==> src/rtl/mcycle_cpu_if.sv <==
// Instruction-memory fetch port: the core is master and raises req, memory answers with ack/rdata.
interface mcycle_cpu_if #(
  parameter int unsigned PC_W = 8
) ();
  logic            imem_req;
  logic [PC_W-1:0] imem_addr;
  logic            imem_ack;
  logic [15:0]     imem_rdata;

  modport master (
    output imem_req,
    output imem_addr,
    input  imem_ack,
    input  imem_rdata
  );

  modport slave (
    input  imem_req,
    input  imem_addr,
    output imem_ack,
    output imem_rdata
  );
endinterface

==> src/rtl/mcycle_cpu.sv <==
// Multi-cycle 4-register CPU: FETCH -> DECODE -> EXEC, with flags, conditional branch and HALT.
module mcycle_cpu #(
  parameter int unsigned DATA_W   = 8,
  parameter int unsigned PC_W     = 8,
  parameter int unsigned RESET_PC = 0
) (
  input  logic                clk,
  input  logic                reset,
  mcycle_cpu_if.master        imem,
  output logic [PC_W-1:0]     pc,
  output logic [15:0]         ir,
  output logic [4*DATA_W-1:0] regfile,
  input  logic [1:0]          dbg_sel,
  output logic [DATA_W-1:0]   dbg_data,
  output logic [1:0]          flags,
  output logic                retire,
  output logic                halted
);

  typedef enum logic [1:0] {StFetch, StDecode, StExec, StHalt} state_e;

  localparam logic [3:0] OpNop  = 4'h0;
  localparam logic [3:0] OpLdi  = 4'h1;
  localparam logic [3:0] OpAdd  = 4'h2;
  localparam logic [3:0] OpSub  = 4'h3;
  localparam logic [3:0] OpAnd  = 4'h4;
  localparam logic [3:0] OpOr   = 4'h5;
  localparam logic [3:0] OpXor  = 4'h6;
  localparam logic [3:0] OpMov  = 4'h7;
  localparam logic [3:0] OpJmp  = 4'h8;
  localparam logic [3:0] OpBz   = 4'h9;
  localparam logic [3:0] OpAddi = 4'hA;
  localparam logic [3:0] OpHalt = 4'hF;

  state_e                     state_q, state_d;
  logic [PC_W-1:0]            pc_q, pc_d;
  logic [15:0]                ir_q, ir_d;
  logic [3:0][DATA_W-1:0]     rf_q, rf_d;
  logic [DATA_W-1:0]          opa_q, opa_d, opb_q, opb_d;
  logic                       carry_q, carry_d, zero_q, zero_d;

  logic [3:0]                 op;
  logic [1:0]                 rd, rs;
  logic [DATA_W-1:0]          imm_ext;
  logic [PC_W-1:0]            imm_pc, pc_inc;
  logic [DATA_W:0]            wide;
  logic [DATA_W-1:0]          res;

  assign op      = ir_q[15:12];
  assign rd      = ir_q[11:10];
  assign rs      = ir_q[9:8];
  assign imm_ext = DATA_W'(ir_q[7:0]);
  assign imm_pc  = ir_q[PC_W-1:0];
  assign pc_inc  = pc_q + PC_W'(1);

  always_comb begin
    state_d = state_q;
    pc_d    = pc_q;
    ir_d    = ir_q;
    rf_d    = rf_q;
    opa_d   = opa_q;
    opb_d   = opb_q;
    carry_d = carry_q;
    zero_d  = zero_q;
    wide    = '0;
    res     = '0;

    unique case (state_q)
      StFetch: begin
        if (imem.imem_ack) begin
          ir_d    = imem.imem_rdata;
          state_d = StDecode;
        end
      end
      StDecode: begin
        opa_d   = rf_q[rd];
        opb_d   = rf_q[rs];
        state_d = StExec;
      end
      StExec: begin
        state_d = StFetch;
        pc_d    = pc_inc;
        case (op)
          OpLdi: rf_d[rd] = imm_ext;
          OpMov: rf_d[rd] = opb_q;
          OpAdd, OpSub, OpAddi: begin
            // Extra top bit holds carry for adds and borrow for SUB.
            if (op == OpSub)      wide = {1'b0, opa_q} - {1'b0, opb_q};
            else if (op == OpAdd) wide = {1'b0, opa_q} + {1'b0, opb_q};
            else                  wide = {1'b0, opa_q} + {1'b0, imm_ext};
            res      = wide[DATA_W-1:0];
            rf_d[rd] = res;
            carry_d  = wide[DATA_W];
            zero_d   = (res == '0);
          end
          OpAnd, OpOr, OpXor: begin
            if (op == OpAnd)     res = opa_q & opb_q;
            else if (op == OpOr) res = opa_q | opb_q;
            else                 res = opa_q ^ opb_q;
            rf_d[rd] = res;
            carry_d  = 1'b0;
            zero_d   = (res == '0);
          end
          OpJmp: pc_d = imm_pc;
          OpBz: begin
            if (opa_q == '0) pc_d = imm_pc;
          end
          OpHalt: state_d = StHalt;
          default: ; // NOP and illegal ops only advance pc
        endcase
      end
      StHalt: ;
      default: state_d = StFetch;
    endcase
  end

  always_ff @(posedge clk or negedge reset) begin
    if (!reset) begin
      state_q <= StFetch;
      pc_q    <= PC_W'(RESET_PC);
      ir_q    <= '0;
      rf_q    <= '0;
      opa_q   <= '0;
      opb_q   <= '0;
      carry_q <= 1'b0;
      zero_q  <= 1'b0;
    end else begin
      state_q <= state_d;
      pc_q    <= pc_d;
      ir_q    <= ir_d;
      rf_q    <= rf_d;
      opa_q   <= opa_d;
      opb_q   <= opb_d;
      carry_q <= carry_d;
      zero_q  <= zero_d;
    end
  end

  // Request is masked by reset so the port is quiet while the core is held.
  assign imem.imem_req  = (state_q == StFetch) && reset;
  assign imem.imem_addr = pc_q;

  assign pc       = pc_q;
  assign ir       = ir_q;
  assign regfile  = rf_q;
  assign dbg_data = rf_q[dbg_sel];
  assign flags    = {carry_q, zero_q};
  assign retire   = (state_q == StExec);
  assign halted   = (state_q == StHalt);

  logic unused_op_consts;
  assign unused_op_consts = ^{OpNop};

endmodule

==> src/flat_wrapper.sv <==
// flat-port wrapper written by rule: the top's interface ports become plain ports
module mcycle_cpu_flat 
#(
  parameter int unsigned DATA_W   = 8,
  parameter int unsigned PC_W     = 8,
  parameter int unsigned RESET_PC = 0
)
  (clk, reset, pc, ir, regfile, dbg_sel, dbg_data, flags, retire, halted, imem_imem_req, imem_imem_addr, imem_imem_ack, imem_imem_rdata);
  mcycle_cpu_if #(.PC_W(PC_W)) imem_i ();
  input  logic clk;
  input  logic reset;
  output logic [PC_W-1:0] pc;
  output logic [15:0] ir;
  output logic [4*DATA_W-1:0] regfile;
  input  logic [1:0] dbg_sel;
  output logic [DATA_W-1:0] dbg_data;
  output logic [1:0] flags;
  output logic retire;
  output logic halted;
  output wire logic [$bits(imem_i.imem_req)-1:0] imem_imem_req;
  output wire logic [$bits(imem_i.imem_addr)-1:0] imem_imem_addr;
  input wire logic [$bits(imem_i.imem_ack)-1:0] imem_imem_ack;
  input wire logic [$bits(imem_i.imem_rdata)-1:0] imem_imem_rdata;
  assign imem_imem_req = imem_i.imem_req;
  assign imem_imem_addr = imem_i.imem_addr;
  assign imem_i.imem_ack = imem_imem_ack;
  assign imem_i.imem_rdata = imem_imem_rdata;
  mcycle_cpu #(.DATA_W(DATA_W), .PC_W(PC_W), .RESET_PC(RESET_PC)) u_core (.clk(clk), .reset(reset), .imem(imem_i), .pc(pc), .ir(ir), .regfile(regfile), .dbg_sel(dbg_sel), .dbg_data(dbg_data), .flags(flags), .retire(retire), .halted(halted));
endmodule
==> config.mk <==
export PLATFORM = sky130hd
export DESIGN_NAME = mcycle_cpu_flat
export DESIGN_NICKNAME = d
export VERILOG_FILES = /design/src/rtl/mcycle_cpu_if.sv /design/src/rtl/mcycle_cpu.sv /design/src/flat_wrapper.sv
export SDC_FILE = /design/constraint.sdc
export NUM_CORES = 1
export LEC_CHECK = 0
export BUFFER_PORTS_ARGS = -buffer_cell sky130_fd_sc_hd__buf_4
export CORE_MARGIN = 1.5
export CORE_UTILIZATION = 40
export CTS_CLUSTER_SIZE = 28
export DETAILED_ROUTE_END_ITERATION = 12
export REMOVE_ABC_BUFFERS = 1
export SLEW_MARGIN = 10
export SYNTH_ARGS = -nofsm -noshare
export SYNTH_HDL_FRONTEND = slang
export SYNTH_SLANG_ARGS = --single-unit
==> constraint.sdc <==
create_clock -name clk -period 4.1 [get_ports clk]
set_input_delay 0.82 -clock clk [delete_from_list [all_inputs] [get_ports clk]]
set_output_delay 0.82 -clock clk [all_outputs]
set_load 0.02 [all_outputs]
=== Yosys cells after proc, flatten, opt, wreduce, memory -nomap -nowiden ===
Cells that the tools add are included.
W data, S select, Z words.

* Flip-flop bits (word level): 76
* Bits of input ports: 21
* Output and inout port bits: 77
* Word-level logic and storage cells: 80

* Add/sub/neg operators: 4
* Order comparisons: 4
* Equal/unequal tests: 15
* Multiplexer cells: 28
* Bitwise logic cells: 3
* Reduce and logical (&&, ||, !) cells: 15

{| class="wikitable"
|+ Operators with widths
! cell !! count
|-
| $bwmux W32 || 4
|-
| $pmux W32 S4 || 1
|-
| $mux W8 || 9
|-
| $bmux W8 S2 || 3
|-
| $mux W9 || 4
|-
| $logic_not A8 Y1 || 3
|-
| $add A8 B8 Y9 || 2
|-
| $demux W8 S2 || 1
|-
| $eq A4 B3 Y1 const B || 4
|-
| $eq A4 B4 Y1 const B || 4
|-
| $pmux W8 S2 || 1
|-
| $lt A2 B3 Y1 const B || 3
|-
| $sub A8 B8 Y9 || 1
|-
| $add A8 B1 Y8 const B || 1
|-
| $and A8 B8 Y8 || 1
|-
| $eq A4 B2 Y1 const B || 2
|-
| $or A8 B8 Y8 || 1
|-
| $reduce_and A2 Y1 || 4
|-
| $xor A8 B8 Y8 || 1
|-
| $pmux W2 S3 || 1
|-
| $reduce_or A3 Y1 || 2
|-
| $eq A2 B2 Y1 const B || 2
|-
| $eq A4 B1 Y1 const B || 1
|-
| $mux W2 || 2
|-
| 9 further kinds || 11
|}

=== Depth between registers and ports, before layout ===
* Depth after elaboration: 7
* Gate-level depth with buffers: 17
* Mapped depth without buffers: 15

=== Worst setup path before layout ===
Ideal clock, no wire load.

* Path type: register to register
* Start: register u_core.ir_q[12], in the netlist u_core.ir[12]
* End: register with a tool-made name
* Library setup time: 0.123 ns
* Data arrival time: 3.757 ns
* Required time: 3.977 ns
* Slack: 0.220 ns
* Cell stages (with the launch flop): 17
* Buffers on the path: 2
* Period minus slack after synthesis: 3.880 ns
* Path through: dfrtp_1 buf_2 or4b_4 clkbuf_1 a21oi_1 ha_1 o21ai_0 o211ai_1 o31a_1 o22ai_1 ha_1 and2_1 o21ai_0 nand3b_1 xnor2_1 a21boi_0 o221a_2

{| class="wikitable"
|+ RTL lines
! what !! RTL line !! RTL
|-
| start, declared || mcycle_cpu.sv:37 || <nowiki>logic [15:0] ir_q, ir_d;</nowiki>
|-
| start signal, assigned || mcycle_cpu.sv:130 || <nowiki>ir_q <= ir_d;</nowiki>
|}

==> summary.txt <==
Layout
  • Finished Cell Area: just under 7000 sq um
  • Fillcell total: 1320
  • Most common cell after layout, fill and taps aside: buf_4
  • Most frequent cells in the layout: buf_4 (111), dfrtp_1 (76), nand2_1 (61)
  • Number of diodes: 0
  • Final core occ: 0.496
  • Ratio of cells with drive above 1 in the final layout: 0.271
  • Area Growth Syn to Fin: 19.7%
  • Nets: 750

Routing
  • DRT antenna net count: 0
  • Routed wire length: approximately 19000 um
  • Vias/cell: approximately 6
  • WL per Instance: 21.5 um
  • Drt initial violations: approximately 430
  • Drt first pass iters: 5
  • Total number of vias: roughly 5.4k
  • Drt drc: 0

Floorplanning
  • Die area: 15200 sq um
  • FP Rows: 43
  • Die Height: between 100 and 150 um
  • Die Wd: 123 um
  • Core Box Area: between 10000 and 15000 sq um
  • I/O pin count: 98
  • Initial core utilization: 0.414

GRT
  • Antenna violations before repair: 0
  • GRT Residual Overflow: 0
  • Largest net degree at the start of global routing: 50
  • Number of global-route vias before repair: a little over 5k
  • GRT Total Usage: 0.258
  • First-pass GRT wire length: 29100 um

Synth
  • Synth Area in Simple Gates: 0.154
  • Main synth FF type: dfrtp_1
  • Warnings, synthesis: 0
  • Synth area leader: dfrtp_1
  • Unique masters post-synth: 69
  • Mux share of post-synthesis cell area: 0.156
  • Synth area leaders: dfrtp_1 (33%), mux4_2 (10%), ha_1 (6.7%)
  • FF+latch count, synth: between 70 and 80
  • Area share of the largest cell type after synthesis: 0.328
  • Post-Synth XOR/XNOR Area: 0.0106
  • Post-synth EDFFs: 0
  • Syn Inst Count: just over 600
  • Mapped cell area: between 5000 and 6000 sq um
  • Synth Area per Inst: roughly 9.3 sq um
  • Synth Area in Compound Gates: 0.221
  • Main combinational cell family by area after synthesis: compound AO/OA/AOI/OAI gates
  • Adder-cell share of the synthesized area: 0.0703
  • Post-synthesis sequential area ratio: 0.328
  • Async SR Flop Fraction: 1.00

Clock network
  • CTS buffer count: 9
  • Reg clk slew, reported paths: about 60 ps
  • Clk sinks: 76
  • Worst-skew pair later-pin latency: between 300 and 400 ps
  • Maximum clock insertion buffer count: 2
  • H-tree Lvls: 3
  • Root Driver: clkbuf_16
  • CTS tree: yes

STA
  • Final period util: 0.922
  • Setup TNS: 0 ps
  • Final Skew: 6.51 ps
  • Fmax: approximately 0.26 GHz
  • Final hold vios: 0
  • Slew margin rel.: 0.244
  • Worst Max-Slew Pin Slew: roughly 1100 ps
  • Pins Over Slew Limit: 0
  • Min Tclk post-route: ~3800 ps
  • Endpoints failing setup: 0
  • RSZ-0062 raised after global routing: no
  • Final worst slack: around 320 ps

Critical path
  • CP max stage cell: or4b_4
  • Setup crit end kind: register
  • CP Launch Type: register
  • WP buf/inv: 0
  • Crit-path most repeated cell: a31oi_1
  • CP arrival: about 4000 ps
  • Max FO, Critical Path: 13
  • Top cell family by delay on the critical path: compound AO/OA/AOI/OAI gates
  • Data required time of the worst path: about 4300 ps
  • Crit Path Category: register to register
  • Cells along the critical path: or4b_4 > a21oi_1 > ha_2 > o21ai_1 > o211ai_1 > o31a_1 > o22ai_1 > ha_1 > and2_1 > a31oi_1 > a31oi_1 > nor2_1 > xor2_2 > o311ai_1
  • Slowest stage delay, CP: about 630 ps

Place
  • RD Place Congestion: roughly 0.90
  • Pre-CTS WS: between 100 and 150 ps
  • Area after DPL: around 6600 sq um
  • Port bufs: 97
  • Post-DP HPWL: approximately 14000 um

Status
  • Outcome: complete, no violations

Power
  • Pleak: 3.07 nW
  • VDD IR-drop max: between 400 and 500 uV
  • Cell Pwr Density: ~1100 nW/um^2

Hold path
  • Worst min-delay path class: input port to asynchronous set/reset pin

Flow run
  • Max-cap viol count: 0
-- through the flow --
step	hold WS [ps]	cells	power [mW]
finish	383	881	7.29
global route	423	881	7.79
CTS	397	880	7.18
detailed placement	543	865	6.30
global placement	531	865	6.24
floorplan	524	575	4.54
-- worst reg2reg max path, cell delays in order (launching register included) --
cell and delay (ps):
dfrtp_1 380, or4b_4 630, a21oi_1 250, ha_2 280, o21ai_1 140, o211ai_1 120, o31a_1 150, o22ai_1 80
ha_1 380, and2_1 180, a31oi_1 250, a31oi_1 120, nor2_1 180, xor2_2 340, o311ai_1 140
-- routing by layer --
| metal | wire length, um | track usage | up-vias |
|---|---|---|---|
| li1 | - | - | 2468 |
| met1 | 8130 | 0.353 | 2655 |
| met2 | 9320 | 0.414 | 207 |
| met3 | 1130 | 0.0374 | 24 |
| met4 | 376 | 0.0991 | 0 |
| met5 | 0 | 0 | - |
-- cell families after synthesis --
family          count (synthesis)
flops                          76
fa+ha+maj                      32
compound gates                199
buf+inv                        74
xor+xnor                        7
simple gates                  181
mux                            54
-- final timing paths --
| path | from | endpoint | slack [ps] | cells past startpoint |
|---|---|---|---|---|
| max | u_core.ir[15]$_DFFE_PN0P_ | register | 320 | 14 |
| min | reset | asynchronous set/reset pin | 380 | 1 |
| max reg2reg | u_core.ir[15]$_DFFE_PN0P_ | register | 320 | 14 |
| min reg2reg | register | register | 560 | 1 |
| max in group asynchronous | reset | u_core.opa_q[7]$_DFFE_PN0N_ | 2720 | 2 |
| min in group clk | register | register | 560 | 1 |
-- power by group --
| group | leakage (nW) | internal [mW] | switching [mW] |
|---|---|---|---|
| clock | 0.156 | 0.531 | 0.332 |
| sequential | 0.962 | 1.08 | 0.618 |
| combinational | 1.96 | 1.98 | 2.75 |
-- timing repair --
item,in CTS,in global routing
hold buffers,0,0
resized for setup,0,6
hold endpoints to repair,0,0
setup endpoints to repair,0,13
buffers inserted,0,1
-- area by class of cell --
type                       count  area (sq um)  area share
clock buffer                   9           225      0.0325
clock inverter                 6          87.6      0.0126
inverter                      26          97.6      0.0141
multi-input combinational    473          3570       0.514
sequential                    76          1900       0.274
tap                          180           225      0.0325
timing repair buffer         111           833       0.120
-- synth_stat cells, types with 3 or more instances --
library cell / count
and3_1: 3
o221ai_1: 3
ha_1: 31
a31oi_1: 10
a211oi_1: 11
nor3_1: 13
xor2_1: 3
nor2_1: 48
buf_4: 13
nand3b_1: 4
and2_1: 5
o31ai_1: 14
dfrtp_1: 76
clkbuf_1: 22
nand2_1: 61
buf_2: 10
o21ai_0: 53
a22o_1: 4
nand3_1: 14
nand2b_1: 7
o21ai_1: 3
nor2b_1: 8
a21boi_0: 3
a21oi_1: 45
xnor2_1: 4
o21a_1: 4
a221oi_1: 4
o22ai_1: 6
a21o_1: 7
mux4_2: 27
a32oi_1: 4
o211ai_1: 7
mux2_2: 20
mux2i_1: 7
inv_1: 26
No activity file was read; power rests on OpenSTA's default activity.
